===== src/rtl/cordic_pkg.sv =====
// Shared constants, arctangent table and FSM state type for the vectoring-mode CORDIC.
package cordic_pkg;

    localparam int ANGLE_FRAC = 28;
    localparam logic signed [31:0] PI   = 32'sd843314857;
    localparam logic signed [31:0] PI_2 = 32'sd421657428;
    localparam logic [16:0] INV_K = 17'd39797;

    typedef enum logic [1:0] {
        IDLE,
        ROTATE,
        COMP,
        DONE
    } cordic_vec_state_t;

    // atan(2^-i) in Q4.28
    function automatic logic [31:0] atan_lut(input logic [3:0] i);
        logic [31:0] a;
        case (i)
            4'd0:    a = 32'd210828714;
            4'd1:    a = 32'd124459457;
            4'd2:    a = 32'd65760959;
            4'd3:    a = 32'd33381289;
            4'd4:    a = 32'd16755421;
            4'd5:    a = 32'd8385878;
            4'd6:    a = 32'd4193962;
            4'd7:    a = 32'd2097109;
            4'd8:    a = 32'd1048570;
            4'd9:    a = 32'd524287;
            4'd10:   a = 32'd262143;
            4'd11:   a = 32'd131071;
            4'd12:   a = 32'd65535;
            4'd13:   a = 32'd32767;
            4'd14:   a = 32'd16383;
            default: a = 32'd8191;
        endcase
        return a;
    endfunction

endpackage


===== src/rtl/cordic_vectoring.sv =====
// Iterative vectoring-mode CORDIC: (x,y) -> magnitude and atan2 phase, one micro-rotation per clock.
// Optional gain compensation stage is enabled by defining GAIN_COMP_EN.
module cordic_vectoring
    import cordic_pkg::*;
#(
    parameter int WIDTH = 32,
    parameter int ITER  = 12
) (
    input  logic             clock,
    input  logic             reset,
    input  logic             in_valid,
    output logic             in_ready,
    input  logic [WIDTH-1:0] x_in,
    input  logic [WIDTH-1:0] y_in,
    output logic             out_valid,
    input  logic             out_ready,
    output logic [WIDTH-1:0] magnitude,
    output logic [WIDTH-1:0] phase
);

    localparam int XW = WIDTH + 2;
    localparam logic [3:0] LAST = 4'(ITER - 1);
    localparam logic signed [XW-1:0] MAG_MAX = XW'({(WIDTH-1){1'b1}});
    localparam logic signed [WIDTH-1:0] PI_W = WIDTH'(PI);
    localparam logic signed [WIDTH-1:0] PI_2_W = WIDTH'(PI_2);
    localparam logic signed [WIDTH-1:0] NEG_PI_LIM = -PI_W + WIDTH'(1);

    cordic_vec_state_t state, state_next;

    logic signed [XW-1:0]    x_q, y_q, x_ext, y_ext, x_shift, y_shift;
    logic signed [WIDTH-1:0] z_q, atan_i;
    logic [3:0]              iter;
    logic                    zero_q;
    logic                    accept;

    assign x_ext   = {{2{x_in[WIDTH-1]}}, x_in};
    assign y_ext   = {{2{y_in[WIDTH-1]}}, y_in};
    assign x_shift = x_q >>> iter;
    assign y_shift = y_q >>> iter;
    assign atan_i  = WIDTH'(atan_lut(iter));

    assign in_ready  = (state == IDLE) && !reset;
    assign out_valid = (state == DONE);
    assign accept    = in_valid && in_ready;

`ifdef GAIN_COMP_EN
    localparam int PW = XW + 17;
    localparam logic signed [PW-1:0] ROUND = PW'(32768);
    logic signed [PW-1:0] x_wide;
    logic signed [XW-1:0] x_comp;
    always_comb begin
        x_wide = PW'(x_q);
        x_comp = XW'((x_wide * $signed({1'b0, INV_K}) + ROUND) >>> 16);
    end
`endif

    always_ff @(posedge clock or posedge reset) begin
        if (reset) state <= IDLE;
        else       state <= state_next;
    end

    always_comb begin
        state_next = state;
        case (state)
            IDLE:   if (accept) state_next = ROTATE;
            ROTATE: if (iter == LAST) begin
`ifdef GAIN_COMP_EN
                state_next = COMP;
`else
                state_next = DONE;
`endif
            end
            COMP:   state_next = DONE;
            DONE:   if (out_ready) state_next = IDLE;
            default: state_next = IDLE;
        endcase
    end

    // Quadrant pre-rotation brings the vector into the right half-plane so the
    // micro-rotations only have to cover +/-PI/2; negation is done at XW bits.
    always_ff @(posedge clock or posedge reset) begin
        if (reset) begin
            x_q    <= '0;
            y_q    <= '0;
            z_q    <= '0;
            iter   <= '0;
            zero_q <= 1'b0;
        end else begin
            case (state)
                IDLE: if (accept) begin
                    iter   <= '0;
                    zero_q <= (x_in == '0) && (y_in == '0);
                    if (!x_ext[XW-1]) begin
                        x_q <= x_ext;
                        y_q <= y_ext;
                        z_q <= '0;
                    end else if (!y_ext[XW-1]) begin
                        x_q <= y_ext;
                        y_q <= -x_ext;
                        z_q <= PI_2_W;
                    end else begin
                        x_q <= -y_ext;
                        y_q <= x_ext;
                        z_q <= -PI_2_W;
                    end
                end
                ROTATE: begin
                    iter <= iter + 4'd1;
                    if (!y_q[XW-1]) begin
                        x_q <= x_q + y_shift;
                        y_q <= y_q - x_shift;
                        z_q <= z_q + atan_i;
                    end else begin
                        x_q <= x_q - y_shift;
                        y_q <= y_q + x_shift;
                        z_q <= z_q - atan_i;
                    end
                end
`ifdef GAIN_COMP_EN
                COMP: x_q <= x_comp;
`endif
                default: ;
            endcase
        end
    end

    // Results are driven only in DONE; phase is clamped into (-PI, +PI] so a
    // negative-x, zero-y input can never report -PI through residual error.
    always_comb begin
        magnitude = '0;
        phase     = '0;
        if (state == DONE && !zero_q) begin
            if (x_q > MAG_MAX)   magnitude = MAG_MAX[WIDTH-1:0];
            else if (x_q[XW-1])  magnitude = '0;
            else                 magnitude = x_q[WIDTH-1:0];
            if (z_q > PI_W)              phase = PI_W;
            else if (z_q < NEG_PI_LIM)   phase = NEG_PI_LIM;
            else                         phase = z_q;
        end
    end

endmodule


===== config.mk =====
export PLATFORM = sky130hd
export DESIGN_NAME = cordic_vectoring
export DESIGN_NICKNAME = d
export VERILOG_FILES = /design/src/rtl/cordic_pkg.sv /design/src/rtl/cordic_vectoring.sv
export SDC_FILE = /design/constraint.sdc
export NUM_CORES = 1
export LEC_CHECK = 0
export BUFFER_PORTS_ARGS = -buffer_cell sky130_fd_sc_hd__clkbuf_2
export CORE_UTILIZATION = 30
export DETAILED_ROUTE_END_ITERATION = 6
export SYNTH_ARGS = -nofsm -noshare
export SYNTH_HDL_FRONTEND = slang
export SYNTH_SLANG_ARGS = --single-unit

===== constraint.sdc =====
create_clock -name clock -period 7 [get_ports clock]
set_clock_uncertainty 0.1 [all_clocks]
set_input_delay 1.4 -clock clock [delete_from_list [all_inputs] [get_ports clock]]
set_output_delay 1.4 -clock clock [all_outputs]
set_load 0.02 [all_outputs]

==> reports/results.txt, run 1 <==
Hold_ws - 0.387 ns
Mapped Cells - 2,426
TritonCTS Buffers - 9
Register Area - 2690 um^2
Top-count cell post-synth - a21oi_1
Setup CP Type - reg2reg
Yosys warnings - 0
DR vias - 18,500
Largest net degree at the start of global routing - 98
Overflow after GRT - 0
Required @ worst endpoint - 7.22 ns
Crit path arrival time - 6.63 ns
FILL cells - 6,419
Final Max Tran Viols - 0
Fmax achieved - 156 MHz
Total negative slack - 0 ns
CORE AREA - 59,200 um^2
Seq/Total Area, Yosys - 0.148
CTS tree - built
Worst path bufs/invs - 1
Vias in the first global route - 16,800
Min-Delay Startpoint - zero_q$_DFFE_PP0P_
# clock sinks - 107
Delay-heaviest family, CP - compound AO/OA/AOI/OAI gates
Number of endpoints failing setup at the final stage - 0
Skew-Pair Late Insertion Delay - 0.40 ns
Chip height - 247 um
Crit end category - flip-flop
Unique cell type count in the Yosys netlist - 79
Top cell type's share of synthesized area - 0.148
WL final - 65,000 um
Multi-input logic area - 14,500 um^2
Gpl congestion - 0.941
Synth area leaders - dfrtp_1 15%, mux4_2 9.7%, a21oi_1 8.4%
All-Layer GR Usage - 0.210
Max-Cap Viols - 0
Antenna Violating Nets Remaining - 0
CP startpoint - iter[1]$_DFFE_PP0P_
Root buf cell - clkbuf_16
Syn Nets - 2,614
CTS clk-pin slew, worst paths - 0.09 ns
Initial DRC Count - 1,591
Tmin final - 6.41 ns
Final instance area - 19,600 um^2
Dpl cell area - 19,300 um^2
Unrepaired setup endpoints after global routing - false
Initial antenna violation count - 0
H-tree Lvls - 3
R2R Path Start - iter[1]$_DFFE_PP0P_
Post-synth top area cell - dfrtp_1
Mapped Area - 18,100 um^2
Crit share post-route - 0.916
Total Die Area - 61,200 um^2
I/O pins - 134
Worst Max-Slew Pin Slew - 1.17 ns
Final hold vios - 0
Post-synth EDFFs - 0
Die width - 247 um
Post-CTS Hold Buffers - 0
# diodes - 0
Async set-or-reset flop fraction in the synthesized netlist - 1.00
Startpoint type of the worst setup path - flip-flop
Commonest register cell after synthesis - dfrtp_1
I/O Buffers - 132
# nets final - 2,635
First-pass GRT wire length - 99,900 um
Max-Slew Margin vs Limit - 0.213
Post-synth top cells - 302 x a21oi_1, 267 x nor2_1, 261 x nand2_1
Crit-path max FO - 48
Worst Hold Class - reg2reg
Syn avg cell area - 7.44 um^2
Failing checks - DRC
Critical Path Max Stage Delay - 0.89 ns
FF+latch count, synth - 107
Starting Density - 0.305
Cell row count - 89
Final core utilization - 0.332
Synth-to-layout area growth - 8.76%
Status - complete, but fails checks
WL/cell - 20.2 um
First-pass detailed-route iteration total - 7
Remaining DRCs - 8
Cells along the critical path - mux4_2 > and2_1 > a211oi_1 > a21oi_1 > nor4_1 > buf_4 > and2_1 > nor2b_1 > nor2_1 > xor2_1 > ha_1 > nand3_1 > a2111oi_0 > nor2_1 > o41ai_1 > o221ai_1 > o2111ai_1 > a21oi_1 > xor2_1 > o21ai_0
Vias per inst - 5.75
Slowest CP cell - dfrtp_4
CTS max path bufs - 2
Hpwl dp - 49,000 um
Layout cells sized above 1 - 0.125
-- stage by stage --
| step | worst slack [ns] | instances |
|---|---|---|
| floorplan | 0.840 | 2426 |
| detailed placement | 0.717 | 3209 |
| finish | 0.589 | 3225 |
| global route | 0.0494 | 3225 |
| global placement | 0.824 | 3209 |
| CTS | 0.682 | 3225 |
-- repair_timing --
item                                    4_1_cts  5_1_grt
resized for setup                             0        1
buffers inserted                              0        0
endpoints found under the setup margin        0        1
hold endpoints to repair                      0        0
-- final timing paths --
path                                             to  slack (ns)  cells past startpoint
worst min register to register   zero_q$_DFFE_PP0P_        0.39                      2
max in group asynchronous       iter[3]$_DFFE_PP0P_        4.40                      3
worst max register to register  x_q[32]$_DFFE_PP0P_        0.59                     20
min in group asynchronous       z_q[28]$_DFFE_PP0P_        1.02                      2
worst min-delay path             zero_q$_DFFE_PP0P_        0.39                      2
worst max-delay path            x_q[32]$_DFFE_PP0P_        0.59                     20
-- cell usage in the layout (no fill, tap or decap), types with 48 or more instances in the layout --
master	instances
a21oi_1	302
nor2_1	265
nand2_1	261
o21ai_0	172
clkbuf_2	131
xnor2_1	124
ha_1	116
dfrtp_1	102
xor2_1	86
mux4_2	78
inv_1	63
a211oi_1	62
mux2i_1	48
-- worst reg2reg max path, stage by stage, from the launching register on --
cell and delay (ns):
dfrtp_4 0.89, mux4_2 0.63, and2_1 0.17, a211oi_1 0.20
a21oi_1 0.11, nor4_1 0.27, buf_4 0.20, and2_1 0.21
nor2b_1 0.32, nor2_1 0.09, xor2_1 0.16, ha_1 0.40
nand3_1 0.19, a2111oi_0 0.53, nor2_1 0.20, o41ai_1 0.63
o221ai_1 0.36, o2111ai_1 0.29, a21oi_1 0.11, xor2_1 0.14
o21ai_0 0.14
-- routing by layer --
metal,up-vias,track usage,routed length (um)
met3,142,0.0279,4020
met1,8766,0.282,28900
met5,-,0,0
met2,718,0.321,28000
li1,8922,-,-
met4,0,0.121,4110
-- kinds of logic (layout without fill, tap and decap cells) --
kind of cell,after synthesis,in the layout,synth area share
xor gates and xnor gates,211,211,0.103
adders and majority gates,120,120,0.0844
other,1,1,0.000208
muxes,140,140,0.133
buffers and inverters,225,251,0.0517
and+or+nand+nor,813,813,0.207
DFF,107,107,0.148
AOI/OAI and AO/OA,809,809,0.273
-- layout make-up --
type | instances | area share
sequential | 107 | 0.137
clock buffer | 10 | 0.0122
timing repair buffer | 169 | 0.0494
clock inverter | 6 | 0.00242
multi-input combinational | 2094 | 0.737
tap | 773 | 0.0492
inverter | 66 | 0.0127
-- registers in the layout, indices dropped and copies added, names as in the netlist --
| name | count |
|---|---|
| iter | 4 |
| x_q | 34 |
| state | 2 |
| z_q | 32 |
| y_q | 34 |
| zero_q | 1 |
Power of run 1 is not shown: default switching activity piles up to over one toggle a cycle in this logic, so the estimate is an artifact.
==> run 2: changes to the inputs <==
- REMOVE_ABC_BUFFERS: default -> 1
==> run 2 against run 1 <==
Compared with the run above:
- critical endpoint is now y_q[33]$_DFFE_PP0P_
- via count up 1.2%
- wire length up 3.9%
- largest cell class unchanged
- first-iteration DRC count up 26%
- the run still ends with DRC left
- clock-buffer cell count up 2
==> reports/results.txt, run 2 (synthesis gave the netlist of run 1 again) <==
Status - complete, but fails checks
Failing checks - DRC
Synth-to-layout area growth - 9.19%
Antenna Violating Nets Remaining - 0
Post-CTS Hold Buffers - 0
Worst Hold Class - reg2reg
Placed cell count - 3,223
Final Non-Filler Cells - 3,239
Max-Slew Margin vs Limit - 0.368
# diodes - 0
Register Area - 2690 um^2
Skew-Pair Late Insertion Delay - 0.41 ns
Vias per inst - 5.80
# clock sinks - 107
Setup CP Type - reg2reg
CORE AREA - 59,200 um^2
Most common cell after layout, fill and taps aside - a21oi_1
Required @ worst endpoint - 7.21 ns
Cell row count - 89
Post-CTS setup buffer count - 0
# nets final - 2,649
Initial DRC Count - 2,003
Layout cells sized above 1 - 0.130
H-tree Lvls - 3
Startpoint type of the worst setup path - flip-flop
I/O pins - 134
Initial antenna violation count - 0
Total Die Area - 61,200 um^2
Crit share post-route - 0.924
Overflow after GRT - 0
Gpl congestion - 0.987
Hold_ws - 0.500 ns
Remaining DRCs - 16
Most frequent cells in the layout - 302 x a21oi_1, 265 x nor2_1, 261 x nand2_1, 172 x o21ai_0, 131 x clkbuf_2
Die width - 247 um
First-pass GRT wire length - 104,000 um
R2r setup slk - 0.53 ns
Crit-path max FO - 45
WL final - 67,600 um
CTS tree - built
Hpwl dp - 52,300 um
Largest net degree at the start of global routing - 78
DR vias - 18,800
Number of endpoints failing setup at the final stage - 0
Starting Density - 0.305
Crit end category - flip-flop
Final Max Tran Viols - 0
I/O Buffers - 132
CTS clk-pin slew, worst paths - 0.09 ns
All-Layer GR Usage - 0.218
Worst Max-Slew Pin Slew - 0.939 ns
CTS resizes - 0
Multi-input logic area - 14,500 um^2
Chip height - 247 um
CTS max path bufs - 2
Max-Cap Viols - 0
Fmax achieved - 155 MHz
Unrepaired setup endpoints after global routing - false
Crit path arrival time - 6.68 ns
WL/cell - 20.9 um
Vias in the first global route - 17,200
Final hold vios - 0
Tmin final - 6.47 ns
Largest regs - x_q (34), y_q (34), z_q (32)
Root buf cell - clkbuf_16
FILL cells - 6,372
TritonCTS Buffers - 9
First-pass detailed-route iteration total - 7
run 2: path summary, 6_finish.rpt:
path / start / end / cells after the start
max: iter[0]$_DFFE_PP0P_ / y_q[33]$_DFFE_PP0P_ / 21
min: y_q[0]$_DFFE_PP0P_ / y_q[0]$_DFFE_PP0P_ / 2
max reg2reg: iter[0]$_DFFE_PP0P_ / y_q[33]$_DFFE_PP0P_ / 21
min reg2reg: y_q[0]$_DFFE_PP0P_ / y_q[0]$_DFFE_PP0P_ / 2
max in group asynchronous: reset / x_q[13]$_DFFE_PP0P_ / 3
min in group asynchronous: reset / z_q[30]$_DFFE_PP0P_ / 2
run 2: routing by layer:
| metal | global-route usage | vias up | part of all wire |
|---|---|---|---|
| li1 | - | 8970 | - |
| met4 | 0.0523 | 0 | 0.019 |
| met2 | 0.329 | 850 | 0.43 |
| met3 | 0.0344 | 83 | 0.089 |
| met1 | 0.322 | 8875 | 0.46 |
| met5 | 0 | - | 0 |
run 2: per-stage QoR:
stage	instance area (um^2)	utilization	setup TNS, ns	setup slack (ns)
final	19700	0.333	0	0.532
after global routing	19700	0.333	0	0.0890
after CTS	19700	0.333	0	0.552
after detailed placement	19400	0.328	0	0.609
after global placement	19400	0.328	0	0.733
after floorplan	17400	-	-49.86	-1.37
run 2: final cells by class:
class	instances	area share
timing repair buffer	183	0.0531
clock buffer	12	0.0130
inverter	66	0.0127
multi-input combinational	2094	0.734
sequential	107	0.137
clock inverter	4	0.00171
tap	773	0.0491
run 2: critical path, cell delays in order, from the launching register on:
cell and delay [ns]:
dfrtp_4 0.80, mux4_2 0.62, mux4_2 0.54, inv_1 0.10, ha_1 0.18, nor3b_1 0.61
nand4_1 0.16, inv_1 0.16, and3_1 0.21, and2_1 0.23, nor2_1 0.07, xnor2_1 0.24
ha_1 0.31, a21oi_1 0.14, o21ai_0 0.13, a21o_1 0.21, a21o_1 0.17, a41oi_1 0.40
o21bai_1 0.23, a221o_1 0.38, xnor2_1 0.14, a221oi_2 0.22
Power of run 2 is left out for the same reason.
